[src/rtl/ps2_pkg.sv]
// Shared PS/2 receiver definitions: frame FSM states and frame geometry.
package ps2_pkg;

    typedef enum logic [1:0] {
        IDLE,
        DATA,
        PARITY,
        STOP
    } ps2_state_t;

    localparam int unsigned PS2_DATA_BITS  = 8;
    localparam int unsigned PS2_FRAME_BITS = 11;

endpackage

[src/rtl/ps2_scan_fifo.sv]
// Scan-code FIFO; simultaneous push and pop both take effect, even when full.
module ps2_scan_fifo #(
    parameter int unsigned DEPTH = 8,
    parameter int unsigned WIDTH = 8
) (
    input  logic                       clk,
    input  logic                       rst,
    input  logic                       push,
    input  logic [WIDTH-1:0]           wdata,
    input  logic                       pop,
    output logic [WIDTH-1:0]           rdata,
    output logic                       full,
    output logic                       empty,
    output logic [$clog2(DEPTH):0]     count
);

    localparam int unsigned AW = $clog2(DEPTH);
    localparam int unsigned CW = AW + 1;

    logic [WIDTH-1:0] mem [DEPTH];
    logic [AW-1:0]    wr_ptr;
    logic [AW-1:0]    rd_ptr;
    logic             do_push;
    logic             do_pop;

    assign full    = (count == CW'(DEPTH));
    assign empty   = (count == '0);
    assign do_pop  = pop && !empty;
    // A full FIFO still accepts a write when the head leaves in the same cycle.
    assign do_push = push && (!full || do_pop);
    assign rdata   = mem[rd_ptr];

    always_ff @(posedge clk) begin
        if (!rst) begin
            mem    <= '{default: '0};
            wr_ptr <= '0;
            rd_ptr <= '0;
            count  <= '0;
        end else begin
            if (do_push) begin
                mem[wr_ptr] <= wdata;
                wr_ptr      <= wr_ptr + 1'b1;
            end
            if (do_pop)
                rd_ptr <= rd_ptr + 1'b1;
            case ({do_push, do_pop})
                2'b10:   count <= count + 1'b1;
                2'b01:   count <= count - 1'b1;
                default: count <= count;
            endcase
        end
    end

endmodule

[src/rtl/ps2_rx_ctrl.sv]
// PS/2 device-to-host receiver: line sync, frame FSM with timeout, scan-code FIFO
// and level interrupt request using the int_req_o/int_fin_i handshake.
module ps2_rx_ctrl
    import ps2_pkg::*;
#(
    parameter int unsigned SYNC_STAGES = 2,
    parameter int unsigned FIFO_DEPTH  = 8,
    parameter int unsigned TIMEOUT_CYC = 5000
) (
    input  logic                          clk,
    input  logic                          rst,
    input  logic                          ps2_clk_i,
    input  logic                          ps2_data_i,
    output logic [7:0]                    data_o,
    output logic                          valid_o,
    input  logic                          pop_i,
    output logic [$clog2(FIFO_DEPTH):0]   count_o,
    output logic                          int_req_o,
    input  logic                          int_fin_i,
    output logic                          frame_err_o,
    output logic                          overflow_o,
    input  logic                          err_clr_i
);

    localparam int unsigned TW = $clog2(TIMEOUT_CYC + 1);
    localparam int unsigned BW = $clog2(PS2_DATA_BITS + 1);

    logic [SYNC_STAGES-1:0] clk_sync;
    logic [SYNC_STAGES-1:0] data_sync;
    logic                   clk_s;
    logic                   data_s;
    logic                   clk_prev;
    logic                   fall;

    ps2_state_t             state;
    logic [BW-1:0]          bit_cnt;
    logic [7:0]             shreg;
    logic                   par_bit;
    logic [TW-1:0]          tmo_cnt;

    logic                   frame_ok;
    logic                   good_push;
    logic                   tmo_hit;
    logic                   err_set;
    logic                   ovf_set;
    logic                   fifo_full;
    logic                   fifo_empty;

    always_ff @(posedge clk) begin
        if (!rst) begin
            clk_sync  <= '1;
            data_sync <= '1;
            clk_prev  <= 1'b1;
        end else begin
            clk_sync  <= {clk_sync[SYNC_STAGES-2:0], ps2_clk_i};
            data_sync <= {data_sync[SYNC_STAGES-2:0], ps2_data_i};
            clk_prev  <= clk_s;
        end
    end

    assign clk_s  = clk_sync[SYNC_STAGES-1];
    assign data_s = data_sync[SYNC_STAGES-1];
    assign fall   = clk_prev && !clk_s;

    // Stop bit high and odd parity over data plus parity bit.
    assign frame_ok  = data_s && (^{shreg, par_bit});
    assign good_push = fall && (state == STOP) && frame_ok;
    assign tmo_hit   = (state != IDLE) && !fall && (tmo_cnt == TW'(TIMEOUT_CYC - 1));
    assign err_set   = (fall && (state == STOP) && !frame_ok) || tmo_hit;
    assign ovf_set   = good_push && fifo_full && !pop_i;
    assign valid_o   = !fifo_empty;

    always_ff @(posedge clk) begin
        if (!rst) begin
            state       <= IDLE;
            bit_cnt     <= '0;
            shreg       <= '0;
            par_bit     <= 1'b0;
            tmo_cnt     <= '0;
            frame_err_o <= 1'b0;
            overflow_o  <= 1'b0;
            int_req_o   <= 1'b0;
        end else begin
            if (err_clr_i) begin
                frame_err_o <= 1'b0;
                overflow_o  <= 1'b0;
            end
            if (err_set)
                frame_err_o <= 1'b1;
            if (ovf_set)
                overflow_o <= 1'b1;

            if (int_fin_i)
                int_req_o <= 1'b0;
            else if (count_o != '0)
                int_req_o <= 1'b1;

            if (state == IDLE || fall)
                tmo_cnt <= '0;
            else
                tmo_cnt <= tmo_cnt + 1'b1;

            if (tmo_hit) begin
                state <= IDLE;
            end else if (fall) begin
                case (state)
                    IDLE: begin
                        if (!data_s) begin
                            state   <= DATA;
                            bit_cnt <= '0;
                        end
                    end
                    DATA: begin
                        shreg   <= {data_s, shreg[7:1]};
                        bit_cnt <= bit_cnt + 1'b1;
                        if (bit_cnt == BW'(PS2_DATA_BITS - 1))
                            state <= PARITY;
                    end
                    PARITY: begin
                        par_bit <= data_s;
                        state   <= STOP;
                    end
                    STOP: state <= IDLE;
                    default: state <= IDLE;
                endcase
            end
        end
    end

    ps2_scan_fifo #(
        .DEPTH (FIFO_DEPTH),
        .WIDTH (PS2_DATA_BITS)
    ) u_fifo (
        .clk   (clk),
        .rst   (rst),
        .push  (good_push),
        .wdata (shreg),
        .pop   (pop_i),
        .rdata (data_o),
        .full  (fifo_full),
        .empty (fifo_empty),
        .count (count_o)
    );

endmodule

[config.mk]
export PLATFORM = sky130hd
export DESIGN_NAME = ps2_rx_ctrl
export DESIGN_NICKNAME = d
export VERILOG_FILES = /design/src/rtl/ps2_pkg.sv /design/src/rtl/ps2_scan_fifo.sv /design/src/rtl/ps2_rx_ctrl.sv
export SDC_FILE = /design/constraint.sdc
export NUM_CORES = 1
export LEC_CHECK = 0
export BUFFER_PORTS_ARGS = -buffer_cell sky130_fd_sc_hd__buf_2
export CAP_MARGIN = 10
export CORE_MARGIN = 2
export CORE_UTILIZATION = 55
export DETAILED_ROUTE_END_ITERATION = 6
export GPL_TIMING_DRIVEN = 0
export HOLD_SLACK_MARGIN = 0.02
export PLACE_DENSITY = 0.75
export RECOVER_POWER = 100
export SYNTH_ARGS = -nofsm -noshare
export SYNTH_HDL_FRONTEND = slang
export SYNTH_SLANG_ARGS = --single-unit
[constraint.sdc]
create_clock -name clk -period 2.7 [get_ports clk]
set_input_delay 0.81 -clock clk [delete_from_list [all_inputs] [get_ports clk]]
set_output_delay 0.81 -clock clk [all_outputs]
set_load 0.005 [all_outputs]
Word-level counts from Yosys, hierarchy flattened. Cells that the tools add are included.

Output and inout bits: 16. Register bits: 110. Bits of input ports: 7.

Add/sub/neg operators: 6. Mux-type cells: 15. $lt $le $gt $ge: 3. Bitwise logic cells: 4. Eq/ne operators: 10. Reductions and logical operators: 37.

Operators by type and width (number): bitwise mux 64 bit (1); binary-select mux 8 bit (select 3 bit) (1); demux 8 bit (select 3 bit) (1); two-way mux 8 bit (3); case mux 4 bit (2 select lines) (2); adder 13 x 1 -> 13 bit, second input constant (1); equality test 13 bit, second input constant (1); logical AND 1 bit (12); nonzero test 2 bit (5); AND reduction 3 bit (3); parity 9 bit (1); adder 4 x 1 -> 4 bit, second input constant (2); greater-or-equal comparator 4 bit, second input constant (2); NOT 3 -> 4 bit (2); case mux 2 bit (4 select lines) (1); adder 3 x 1 -> 3 bit, second input constant (2); equality test 2 bit, second input constant (3); logical NOT 1 bit (6); OR reduction 2 bit (3); equality test 2 x 1 -> 1 bit, second input constant (2); equality test 4 x 3 -> 1 bit, second input constant (1); equality test 4 bit, second input constant (1); logical NOT 4 bit (1); < comparator 4 x 1 -> 1 bit, second input constant (1); other kinds (10) (17).

Depth between registers and ports, before layout.
Depth in word-level cells: 7. Mapped depth: 12. Mapped depth without buffers: 12.

Modules after synthesis. A second synthesis with hierarchy kept.

Cells, all modules: 496. Area total of the unflattened synthesis: 5071.1 sq um.

Modules (own cells, without submodules): ps2_scan_fifo (cells an instance 314, times used 1, sequential area each 1481.4 sq um, area each 3445.8 sq um); ps2_rx_ctrl (cells an instance 182, times used 1, sequential area each 720.7 sq um, area each 1625.3 sq um).

Worst setup path before layout. OpenSTA, ideal clock, no wires.

Path kind: register to output. From: reg u_fifo.rd_ptr[0]. To: out data_o[0]. Path buffers: 2. Stages on the path, launching flop included: 5. Data required time: 1.890 ns. Path slack: -0.224 ns. Data arrival time: 2.114 ns. Cells stage by stage: dfxtp_1 > clkbuf_1 > buf_1 > mux4_2 > mux2_2.

Longest elaborated chain between the ends: 4.

RTL lines: from (decl) (RTL line ps2_scan_fifo.sv:22) `logic [AW-1:0] rd_ptr;`; from (signal assigned) (RTL line ps2_scan_fifo.sv:45) `rd_ptr <= rd_ptr + 1'b1;`; NOT 3 -> 4 bit (implied by the code) (RTL line ps2_scan_fifo.sv:31) `assign rdata = mem[rd_ptr];`; binary-select mux 8 bit (select 3 bit) (RTL line ps2_scan_fifo.sv:31); two-way mux 8 bit (implied by the code) (2 in a row) (RTL line ps2_scan_fifo.sv:31); to (decl) (RTL line ps2_rx_ctrl.sv:14) `output logic [7:0] data_o,`.

No other way between the ends. The select of a mux whose other input is x is not followed.

Worst setup path after layout.
From: reg u_fifo.rd_ptr[0]. To: out data_o[1].

The elaborated chain is that of the path after synthesis.

==> results.py <==
metrics = {
    "layout": {
        "postLayoutCoreUtil": 0.652,
        "antenna_cells": 0,
        "area_growth_pct": 13.9,
        "layout.area.seq_um2": 2210,
        "fillers": 719,
        "multiInputGateArea_um2": 2750,
        "finalNetCount": 561,
        "drive_gt1_frac": 0.176,
    },
    "cts": {
        "cts_hold_buf": 0,
        "clock-root-buffer": "clkbuf_8",
        "cts_tree": "yes",
        "h-tree-depth": 3,
        "cts_buffers": 9,
        "clk_pin_slew_ps": 100,
        "clock-sinks": 110,
        "clockBufferDepth": 2,
        "clk_latency_ps": 360,
    },
    "sta": {
        "tightest_slew_ps": 814,
        "setup_viol": 2,
        "finalHoldViolations": 0,
        "holdWs_ps": 415,
        "layout_min_cycle_time_ps": 2710,
        "fmax_ghz": 0.369,
        "max_slew_margin": 0.457,
        "finalCritPeriodShare": 1.00,
        "finalClockSkew_ps": 13.9,
        "fin_ws_ps": -10.6,
        "slew_viol_final": 0,
        "rsz0062_at_grt": "yes",
    },
    "floorplan": {
        "ios": 23,
        "start_util": 0.572,
        "die_width_um": 99.5,
        "die_area_um2": 9900,
        "rows": 34,
        "fp.dieH_um": 99.5,
        "coreArea_um2": 8760,
    },
    "yosys": {
        "synth_edf_count": 0,
        "async_reset_ff_frac": 0,
        "synth_most_common_cell": "dfxtp_1",
        "yosysSeqAreaShare": 0.439,
        "yosysTopAreaCellShare": 0.439,
        "synthTopCellsByCount": "110 x dfxtp_1, 103 x nand2_1, 69 x mux2i_1, 19 x nand3_1, 19 x nor2_1",
        "netlist_instances": 499,
        "synth_nets": 517,
        "ys_warn_count": 0,
        "syn_area_um2": 5010,
        "synth_ff_type": "dfxtp_1",
        "synth_area_leaders": "dfxtp_1 44%, mux2i_1 14%, nand2_1 7.7%",
        "syn_area_per_cell_um2": 10.0,
        "ys_types": 45,
        "yosysTopAreaCell": "dfxtp_1",
        "ys_seq_elements": 110,
    },
    "power": {
        "peakVddDrop_mv": 0.297,
        "power.share.clock": 0.354,
        "pwr-share-comb": 0.021,
        "p_total_w": 0.00260,
        "internal_power_w": 0.00202,
        "p_seq_frac": 0.625,
        "powerDensity_nw_per_um2": 456,
        "p_leak_nw": 2.41,
        "sw_frac_of_total": 0.222,
        "p_switching_w": 0.000578,
    },
    "route": {
        "detail-route-antenna-nets": 0,
        "vias_per_cell": 5.53,
        "vias": 3620,
        "drt_first_pass_iters": 4,
        "drtIter0Drc": 124,
        "routedWlPerCell_um": 15.8,
        "remaining_drc_errors": 0,
        "wl_mm": 10.3,
    },
    "outcome": {
        "status": "finished with violations",
        "violations": "negative setup slack",
    },
    "global_route": {
        "grt_pass1_wl_mm": 17.4,
        "overflow": 0,
        "grt_antenna_before_repair": 0,
        "first_global_vias": 3608,
        "grt_start_max_net_pins": 18,
        "grt_use_total": 0.221,
    },
    "worst_setup_path": {
        "arrival_ps": 1900,
        "end_kind": "primary output",
        "worstSetupStartpointType": "flip-flop",
        "cp_max_fo": 5,
        "cp.required_ps": 1890,
        "critPathKind": "reg -> out",
    },
    "flow_run": {
        "maxCapViolCount": 0,
    },
    "placement": {
        "dp_hpwl_mm": 7.45,
        "portBuffers": 21,
        "routabilityCongestion": 0.854,
    },
    "worst_hold_path": {
        "hold_path_class": "reg -> reg",
    },
}
==> layout make-up <==
cell class,instances,area share
Buffer,25,0.0243
Clock buffer,11,0.0265
Clock inverter,4,0.00526
Inverter,6,0.00438
Multi-Input combinational cell,357,0.481
Sequential cell,110,0.386
Tap cell,108,0.0237
Timing Repair Buffer,34,0.0480
==> layer usage <==
layer,wire [µm],global-route usage
met2,5160,0.388
met3,426,0.0471
met1,4640,0.280
met5,0,0
met4,125,0.0485
==> path summary, 6_finish.rpt <==
path,from,end,slack (ps),cells after the start
max,u_fifo.rd_ptr[0],data_o[1],-10,5
min,clk_sync[0],clk_sync[1],410,1
max reg2reg,shreg[6],u_fifo.count[2],10,11
min reg2reg,clk_sync[0],clk_sync[1],410,1
==> logic make-up after synthesis <==
group                    after synthesis  synth area share
multiplexers                          94             0.232
flip-flops                           110             0.439
AO/OA/AOI/OAI                         35            0.0467
XOR/XNOR                              22            0.0444
buffers and inverters                 32            0.0252
AND/OR/NAND/NOR                      195             0.185
adder cells (fa/ha/maj)               11            0.0274
==> layout by cell type, fill, tap and decap left out, types with 5 or more instances in the layout <==
cell type / Yosys / layout
xnor2_1: 10 / 10
buf_6: 0 / 7
mux2i_1: 69 / 69
nand3_1: 19 / 19
xor2_1: 10 / 9
and2_1: 7 / 5
nand2_1: 103 / 103
nand2b_1: 10 / 10
nand3b_1: 6 / 6
mux4_2: 16 / 16
o21ai_0: 8 / 8
a21oi_1: 6 / 5
dfxtp_1: 110 / 106
a21boi_0: 12 / 11
buf_2: 3 / 15
mux2_4: 0 / 8
clkbuf_8: 0 / 12
clkbuf_1: 18 / 18
ha_1: 11 / 9
nor2_1: 19 / 19
nor2b_1: 7 / 7
buf_4: 0 / 12
inv_1: 5 / 5
==> critical path, stage by stage (launching register included) <==
cell and delay (ps):
dfxtp_2 360, buf_8 130, clkbuf_16 150, mux4_2 520, mux2_4 280, buf_6 110
==> state kept, by name, indices dropped and copies added (netlist names) <==
signal         cells
bit_cnt            4
par_bit            1
u_fifo.mem        64
state              2
u_fifo.count       4
frame_err_o        1
overflow_o         1
clk_prev           1
tmo_cnt           13
u_fifo.rd_ptr      3
u_fifo.wr_ptr      3
data_sync          2
shreg              8
clk_sync           2
int_req_o          1
==> power by group through the flow <==
stage | Sequential, W | Combinational [W] | Clock, W
4_1_cts | 0.00163 | 0.0000549 | 0.000942
3_3_place_gp | 0.00166 | 0.0000541 | 0
5_1_grt | 0.00163 | 0.0000605 | 0.00100
6_report | 0.00163 | 0.0000554 | 0.000920
3_5_place_dp | 0.00166 | 0.0000547 | 0
2_1_floorplan | 0.00166 | 0.0000342 | 0
==> metrics by stage <==
step           instances  cell area, µm²  setup WS (ps)  setup TNS, ps
2_1_floorplan        499            5040           2.73              0
3_3_place_gp         628            5280           -482          -4070
3_5_place_dp         628            5280           -517          -4530
4_1_cts              645            5570          -47.4           -295
5_1_grt              655            5710           -108           -423
6_report             655            5710          -10.6          -17.4
==> timing repair <==
action	CTS	global route
pin swaps	1	5
gates cloned	0	1
endpoints found under the setup margin	9	9
gates resized for setup	21	12
setup buffers	3	9
Power figures use the tool's default switching activity.
